[config.mk]
export PLATFORM = sky130hd
export DESIGN_NAME = t06_uart_tx
export DESIGN_NICKNAME = d
export VERILOG_FILES = /design/src/rtl/t06_uart_tx.sv
export SDC_FILE = /design/constraint.sdc
export NUM_CORES = 1
export LEC_CHECK = 0
export ABC_CLOCK_PERIOD_IN_PS = 1440
export CAP_MARGIN = 40
export CORE_MARGIN = 2
export CORE_UTILIZATION = 45
export CTS_CLUSTER_SIZE = 16
export DETAILED_ROUTE_END_ITERATION = 7
export PLACE_DENSITY = 0.72
export SYNTH_ARGS = -nofsm -noshare
export SYNTH_HDL_FRONTEND = slang
export SYNTH_SLANG_ARGS = --single-unit
[constraint.sdc]
create_clock -name clk -period 1.44 [get_ports clk]
set_input_delay 0.36 -clock clk [delete_from_list [all_inputs] [get_ports clk]]
set_output_delay 0.36 -clock clk [all_outputs]
set_load 0.005 [all_outputs]
[src/rtl/t06_uart_tx.sv]
// Serial transmitter paced by a one-cycle baud_tick strobe from the clock-enable divider.
// Sends start bit, DATA_BITS data bits LSB first, then STOP_BITS stop bits, one tick period each.
module t06_uart_tx #(
   parameter int DATA_BITS = 8,
   parameter int STOP_BITS = 1
) (
   input  logic                 clk,
   input  logic                 nrst,
   input  logic                 baud_tick,
   input  logic [DATA_BITS-1:0] data_i,
   input  logic                 valid_i,
   output logic                 ready_o,
   output logic                 tx_o,
   output logic                 busy_o,
   output logic                 done_o
);

   // Handshake: a word is accepted on any clock edge where valid_i and ready_o are both high;
   // ready_o stays low for the whole frame and rises on the edge that pulses done_o.
   typedef enum logic [2:0] {
      IDLE  = 3'd0,
      ARM   = 3'd1,
      START = 3'd2,
      DATA  = 3'd3,
      STOP  = 3'd4
   } state_t;

   state_t               state_q, state_d;
   logic [DATA_BITS-1:0] shift_q, shift_d;
   logic [3:0]           bit_cnt_q, bit_cnt_d;
   logic                 stop_cnt_q, stop_cnt_d;
   logic                 tx_q, tx_d;
   logic                 done_q, done_d;

   always_comb begin
      state_d    = state_q;
      shift_d    = shift_q;
      bit_cnt_d  = bit_cnt_q;
      stop_cnt_d = stop_cnt_q;
      tx_d       = tx_q;
      done_d     = 1'b0;
      case (state_q)
         IDLE: begin
            tx_d = 1'b1;
            // A tick coinciding with the accept is deliberately not used for the start bit.
            if (valid_i) begin
               shift_d = data_i;
               state_d = ARM;
            end
         end
         ARM: begin
            if (baud_tick) begin
               tx_d    = 1'b0;
               state_d = START;
            end
         end
         START: begin
            if (baud_tick) begin
               tx_d      = shift_q[0];
               shift_d   = shift_q >> 1;
               bit_cnt_d = 4'd0;
               state_d   = DATA;
            end
         end
         DATA: begin
            if (baud_tick) begin
               if (bit_cnt_q == 4'(DATA_BITS - 1)) begin
                  tx_d       = 1'b1;
                  stop_cnt_d = 1'b0;
                  state_d    = STOP;
               end else begin
                  tx_d      = shift_q[0];
                  shift_d   = shift_q >> 1;
                  bit_cnt_d = bit_cnt_q + 4'd1;
               end
            end
         end
         STOP: begin
            if (baud_tick) begin
               if (stop_cnt_q == 1'(STOP_BITS - 1)) begin
                  done_d  = 1'b1;
                  state_d = IDLE;
               end else begin
                  stop_cnt_d = stop_cnt_q + 1'b1;
               end
            end
         end
         default: begin
            tx_d    = 1'b1;
            state_d = IDLE;
         end
      endcase
   end

   always_ff @(posedge clk or negedge nrst) begin
      if (!nrst) begin
         state_q    <= IDLE;
         shift_q    <= '0;
         bit_cnt_q  <= 4'd0;
         stop_cnt_q <= 1'b0;
         tx_q       <= 1'b1;
         done_q     <= 1'b0;
      end else begin
         state_q    <= state_d;
         shift_q    <= shift_d;
         bit_cnt_q  <= bit_cnt_d;
         stop_cnt_q <= stop_cnt_d;
         tx_q       <= tx_d;
         done_q     <= done_d;
      end
   end

   assign ready_o = (state_q == IDLE);
   assign busy_o  = (state_q != IDLE);
   assign tx_o    = tx_q;
   assign done_o  = done_q;

endmodule

==> flow_summary.toml, run 1 <==
[run_status]
status = "complete, but fails checks"
violations_in_the_final_reports = "setup timing"

[routing]
topRoutingLayerUsed = "met4"
wl_met3_microns = 44
wl_microns = 1950
detail_route.drc_violations = 0
routed-wl-met2_microns = 988
drt_pass1_iterations = 4
dr_total_vias = 744
routed_via_density = 5.06
dr.first_iter.drc_count = 10
route.antenna.remaining_nets = 0
met1_wire_length_microns = 885
avgRoutedWirePerCell_microns = 13.3

[cts]
cts_tree = "done"
numCtsBuffers = 3
cts_num_sinks = 17
clockRootBuffer = "clkbuf_4"
insertion_delay_ns = 0.29
clockBufferDepth = 2
ctsHtreeMaxLevel = 1
clock_pin_slew_on_the_worst_setup_and_hold_paths_ns = 0.11

[critical_path]
worstRegToRegCells = 5
critical_path.endpoint_type = "flop"
r2r_start = "bit_cnt_q[0]"
setup.worst_path.class = "flop to flop"
cells_along_the_critical_path = "ha_2 > and3b_2 > o32ai_4 > buf_12 > mux2_4"
start_kind = "flop"
critPathMaxFanout = 8
timing.critical_path.slowest_stage_cell = "dfrtp_1"
worstPathRequired_ns = 1.62
delay_of_the_slowest_critical_path_stage_ns = 0.40
cp-startpoint = "bit_cnt_q[0]"
worstPathArrival_ns = 1.74

[timing]
timing.fmax_mhz = 639
maxSlewHeadroom = 0.830
hold-worst-slack_ns = 0.370
finalMaxSlewViolations = 0
postLayoutSetupSlackWorst_ns = -0.125
worst_max_slew_pin_slew_ns = 0.249
setup-tns-final_ns = -1.01
grt_setup_unrepaired = "yes"
setup_violations = 11
timing.final.crit_share = 1.09
layout_min_cycle_time_ns = 1.56
timing.final.hold_violations = 0
clock-skew-final_ns = 0.00921

[floorplanning]
die_w_microns = 49.3
die_y_microns = 49.3
ioPinCount = 16
fp.dieArea_sq_um = 2430
placement_rows = 16
start_util = 0.475
core-area_sq_um = 1940

[job]
maxCapViolations = 0

[synth]
yosysSeqAreaShare = 0.463
synth_cells = 80
post_synthesis_cell_type_count = 27
synthArstFlopShare = 1.00
post_synth.cell_area_avg_sq_um = 11.5
syn_nets = 93
yosys-top-cells-area = "dfrtp_1 43%, mux2_2 20%, o32ai_4 3.0%"
synth_seq_cells = 17
syn_area_sq_um = 922
most_area_hungry_cell_type_in_the_yosys_netlist = "dfrtp_1"
netlist_top_cells_count = "16 x dfrtp_1, 16 x mux2_2, 6 x nor2_1"
yosysWarnings = 0
count_of_flip_flops_with_a_built_in_enable_after_synthesis = 0
postSynth.topFlopCell = "dfrtp_1"
yosys.area.top_type_share = 0.434

[final_layout]
syn2layout_area_growth_pct = 48.2
nets = 134
antenna-diode-count = 0
final_area_sq_um = 1370
post_route_cells_drive_above_1_share = 0.492
final-instance-count-excl-fill = 147

[global_route]
first_pass_grt_wire_length_microns = 3390
grt.total_usage = 0.178
grt-ovfl-total = 0
vias_in_the_first_global_route = 784
grt_max_degree = 18
antenna_violations_before_repair = 0

[power]
leakagePower_nw = 0.675
power-per-cell-area_nw_per_um2 = 1860
power.ir.vdd_worst_mv = 1.22

[place]
placedInstanceArea_sq_um = 1250
place_ws_ns = -0.490
io_buffer_count = 15
dp.final_hpwl_microns = 1400
finalWeightedCongestion = 0.797
dp.cells = 137

[hold_path]
hold_class = "input pin to async pin"
logic make-up after synthesis:
| group | synth area share |
|---|---|
| AO/OA/AOI/OAI | 0.136 |
| adder cells (fa/ha/maj) | 0.0136 |
| buffers and inverters | 0.0488 |
| flip-flops | 0.463 |
| multiplexers | 0.217 |
| AND/OR/NAND/NOR | 0.122 |
layer usage:
layer	up-vias	track usage
li1	370	-
met1	362	0.230
met2	8	0.311
met3	4	0.0245
met4	0	0.0429
met5	-	0
cells in the final DEF (no fill, tap or decap), types with 4 or more instances in the layout:
master,n
buf_4,21
buf_6,4
clkdlybuf4s50_1,10
dfrtp_1,15
inv_1,4
mux2_2,8
mux2_4,8
nor2_1,5
state kept, by name, indices dropped and copies added, names as in the netlist:
register,count
shift_q,8
tx_o,1
done_o,1
bit_cnt_q,4
state_q,3
layout make-up:
| class | instances | area, sq um |
|---|---|---|
| Tap cell | 27 | 33.8 |
| Fill cell | 146 | 576 |
| Clock inverter | 1 | 5.00 |
| Clock buffer | 3 | 22.5 |
| Multi-Input combinational cell | 54 | 503 |
| Sequential cell | 17 | 428 |
| Timing Repair Buffer | 41 | 359 |
| Inverter | 4 | 15.0 |
where the power goes:
group	total [mW]	internal, mW	switching [mW]
Sequential	0.780	0.673	0.107
Clock	0.256	0.103	0.153
Combinational	1.51	0.952	0.557
worst paths after layout:
check,end,slack (ns)
worst max-delay path,shift_q[5],-0.12
worst min-delay path,state_q[1],0.37
worst max register to register,shift_q[5],-0.12
worst min register to register,shift_q[4],0.52
max in group asynchronous,tx_o,0.82
min in group clk,shift_q[4],0.52
worst max-delay path, delay by kind of cell (launching register included):
kind / cells / cell delay [ns]
flip-flops: 1 / 0.40
multiplexers: 1 / 0.30
AND/OR/NAND/NOR: 1 / 0.23
adder cells (fa/ha/maj): 1 / 0.19
buffers and inverters: 1 / 0.18
AO/OA/AOI/OAI: 1 / 0.15
stage by stage:
step	util	total power, mW
finish	0.704	2.55
global route	0.704	2.74
CTS	0.676	2.42
detailed placement	0.642	2.06
global placement	0.642	2.01
floorplan	-	1.60
repair_timing:
action                     4_1_cts  5_1_grt
hold buffers                     0        0
resized for setup               20       11
setup endpoints to repair       14       15
buffers inserted                 3        3
pin swaps                        4        4
hold endpoints to repair         0        0
Power figures use the tool's default switching activity.
==> inputs of run 2 (changes only) <==
--- a/config.mk
+++ b/config.mk
@@ -9,8 +9,10 @@
 export CAP_MARGIN = 40
 export CORE_MARGIN = 2
 export CORE_UTILIZATION = 45
+export CTS_BUF_LIST = sky130_fd_sc_hd__clkbuf_8
 export CTS_CLUSTER_SIZE = 16
 export DETAILED_ROUTE_END_ITERATION = 7
+export GPL_TIMING_DRIVEN = 0
 export PLACE_DENSITY = 0.72
 export SYNTH_ARGS = -nofsm -noshare
 export SYNTH_HDL_FRONTEND = slang
==> flow_summary.toml, run 2 (synthesis results as in run 1) <==
[routing]
detail_route.drc_violations = 0
dr_total_vias = 741
avgRoutedWirePerCell_microns = 14.5
dr.first_iter.drc_count = 17
route.antenna.remaining_nets = 0
wl_microns = 2050
routed_via_density = 5.26
drt_pass1_iterations = 4

[final_layout]
final_area_sq_um = 1370
top_register = "shift_q"
layout_top_registers = "shift_q (8), bit_cnt_q (4), state_q (3)"
mostFrequentLayoutCells = "16 x dfrtp_1, 12 x buf_4, 10 x clkdlybuf4s50_1, 8 x mux2_2, 8 x mux2_4"
nets = 128
antenna-diode-count = 0
final_common_cell = "dfrtp_1"
syn2layout_area_growth_pct = 48.0
post_route_cells_drive_above_1_share = 0.456
max_ffs_per_register = 8

[timing]
setup_violations = 14
timing.final.crit_share = 1.15
clock-skew-final_ns = 0.00321
postLayoutSetupSlackWorst_ns = -0.211
timing.final.hold_violations = 0
hold-worst-slack_ns = 0.511
grt_setup_unrepaired = "yes"
setup-tns-final_ns = -2.09
maxSlewHeadroom = 0.495
finalMaxSlewViolations = 0
timing.fmax_mhz = 606
worst_max_slew_pin_slew_ns = 0.756
layout_min_cycle_time_ns = 1.65

[critical_path]
timing.critical_path.slowest_stage_cell = "dfrtp_1"
start_kind = "flop"
delay_of_the_slowest_critical_path_stage_ns = 0.39
crit_path_most_repeated_cell = "buf_6"
worstPathRequired_ns = 1.58
cells_along_the_critical_path = "buf_6 > buf_6 > mux2i_4 > o32ai_4 > buf_12 > mux2_4"
setup.worst_path.class = "flop to flop"
worstPathArrival_ns = 1.79
critical_path.endpoint_type = "flop"
cpLargestDelayFamily = "multiplexers"
worst-path-buf-inv = 3
critPathMaxFanout = 8

[cts]
clockBufferDepth = 2
cts_tree = "done"
cts_hold_buffers = 0
cts_num_sinks = 17
numCtsBuffers = 3
clockRootBuffer = "clkbuf_8"
insertion_delay_ns = 0.25
clock_pin_slew_on_the_worst_setup_and_hold_paths_ns = 0.07
ctsHtreeMaxLevel = 1

[power]
power.net_switching_mw = 0.859
pwr-share-clk = 0.133
finalPower_mw = 2.68
seq_power_share = 0.297
leakagePower_nw = 0.663
power.combinational.fraction = 0.570
p_int_mw = 1.82
power.ir.vdd_worst_mv = 1.16
switching_share = 0.321
power-per-cell-area_nw_per_um2 = 1960

[job]
maxCapViolations = 0

[global_route]
grt-ovfl-total = 0
antenna_violations_before_repair = 0
grt.total_usage = 0.192
grt_max_degree = 18
vias_in_the_first_global_route = 745
first_pass_grt_wire_length_microns = 3490

[hold_path]
hold_class = "flop to flop"

[floorplanning]
start_util = 0.475
fp.dieArea_sq_um = 2430
ioPinCount = 16
die_w_microns = 49.3
placement_rows = 16
core-area_sq_um = 1940
die_y_microns = 49.3

[run_status]
status = "complete, but fails checks"
violations_in_the_final_reports = "setup timing"

[place]
dp.final_hpwl_microns = 1190
placedInstanceArea_sq_um = 1110
io_buffer_count = 15
finalWeightedCongestion = 0.779
[run 2: cell types whose count changed in the layout (fill, tap and decap cells not counted), moves of 2 or more]
cell,before,now
buf_4,21,12
clkbuf_8,0,4
clkbuf_4,3,0
buf_6,4,6
[run 2: final timing paths]
check / slack, ns / startpoint / depth (start not counted) / end
setup / recovery: -0.21 / state_q[1] / 6 / shift_q[0]
hold / removal: 0.51 / shift_q[2] / 1 / shift_q[2]
setup reg to reg: -0.21 / state_q[1] / 6 / shift_q[0]
hold reg to reg: 0.51 / shift_q[2] / 1 / shift_q[2]
max in group asynchronous: 0.41 / nrst / 1 / state_q[2]
min in group asynchronous: 0.55 / nrst / 1 / state_q[0]
[run 2: worst reg2reg max path: stages, from the launching register on]
cell and delay (ns):
dfrtp_1 0.39, buf_6 0.12, buf_6 0.12, mux2i_4 0.19, o32ai_4 0.25, buf_12 0.17, mux2_4 0.30
[run 2: timing repair]
| item | in CTS | in global routing |
|---|---|---|
| hold endpoints to repair | 0 | 0 |
| resized for setup | 32 | 5 |
| pin swaps | 7 | 7 |
| endpoints found under the setup margin | 15 | 17 |
| setup buffers | 14 | 2 |
[run 2: layout make-up]
cell class              instances  area [sq um]
plain buffers                   5          52.6
clock buffers                   3          41.3
clock inverters                 1          5.00
fillers                       145           577
inverters                       4          15.0
multi-input cells              54           512
flip-flops and latches         17           427
well taps                      27          33.8
repair buffers                 30           279
[run 2: stage by stage]
stage,util,worst slack (ns),instances
2_1_floorplan,-,-0.0850,80
4_1_cts,0.693,-0.218,140
6_report,0.703,-0.211,141
3_3_place_gp,0.573,-0.683,122
3_5_place_dp,0.573,-0.698,122
5_1_grt,0.703,-0.259,141
[run 2: per-layer routing]
metal  share of wire  track usage  vias to the layer above
met5               0            0                        -
met4          0.0029       0.0571                        0
met3           0.025       0.0276                        2
met2            0.50        0.322                       12
met1            0.47        0.255                      369
li1                -            -                      358
[run 2: power groups by stage]
stage                     clock, mW  combinational [mW]  sequential [mW]
after floorplan                   0               0.836            0.763
after global placement            0                1.01            0.786
after detailed placement          0                1.04            0.795
after CTS                     0.365                1.48            0.790
after global routing          0.392                1.65            0.818
final                         0.356                1.53            0.796
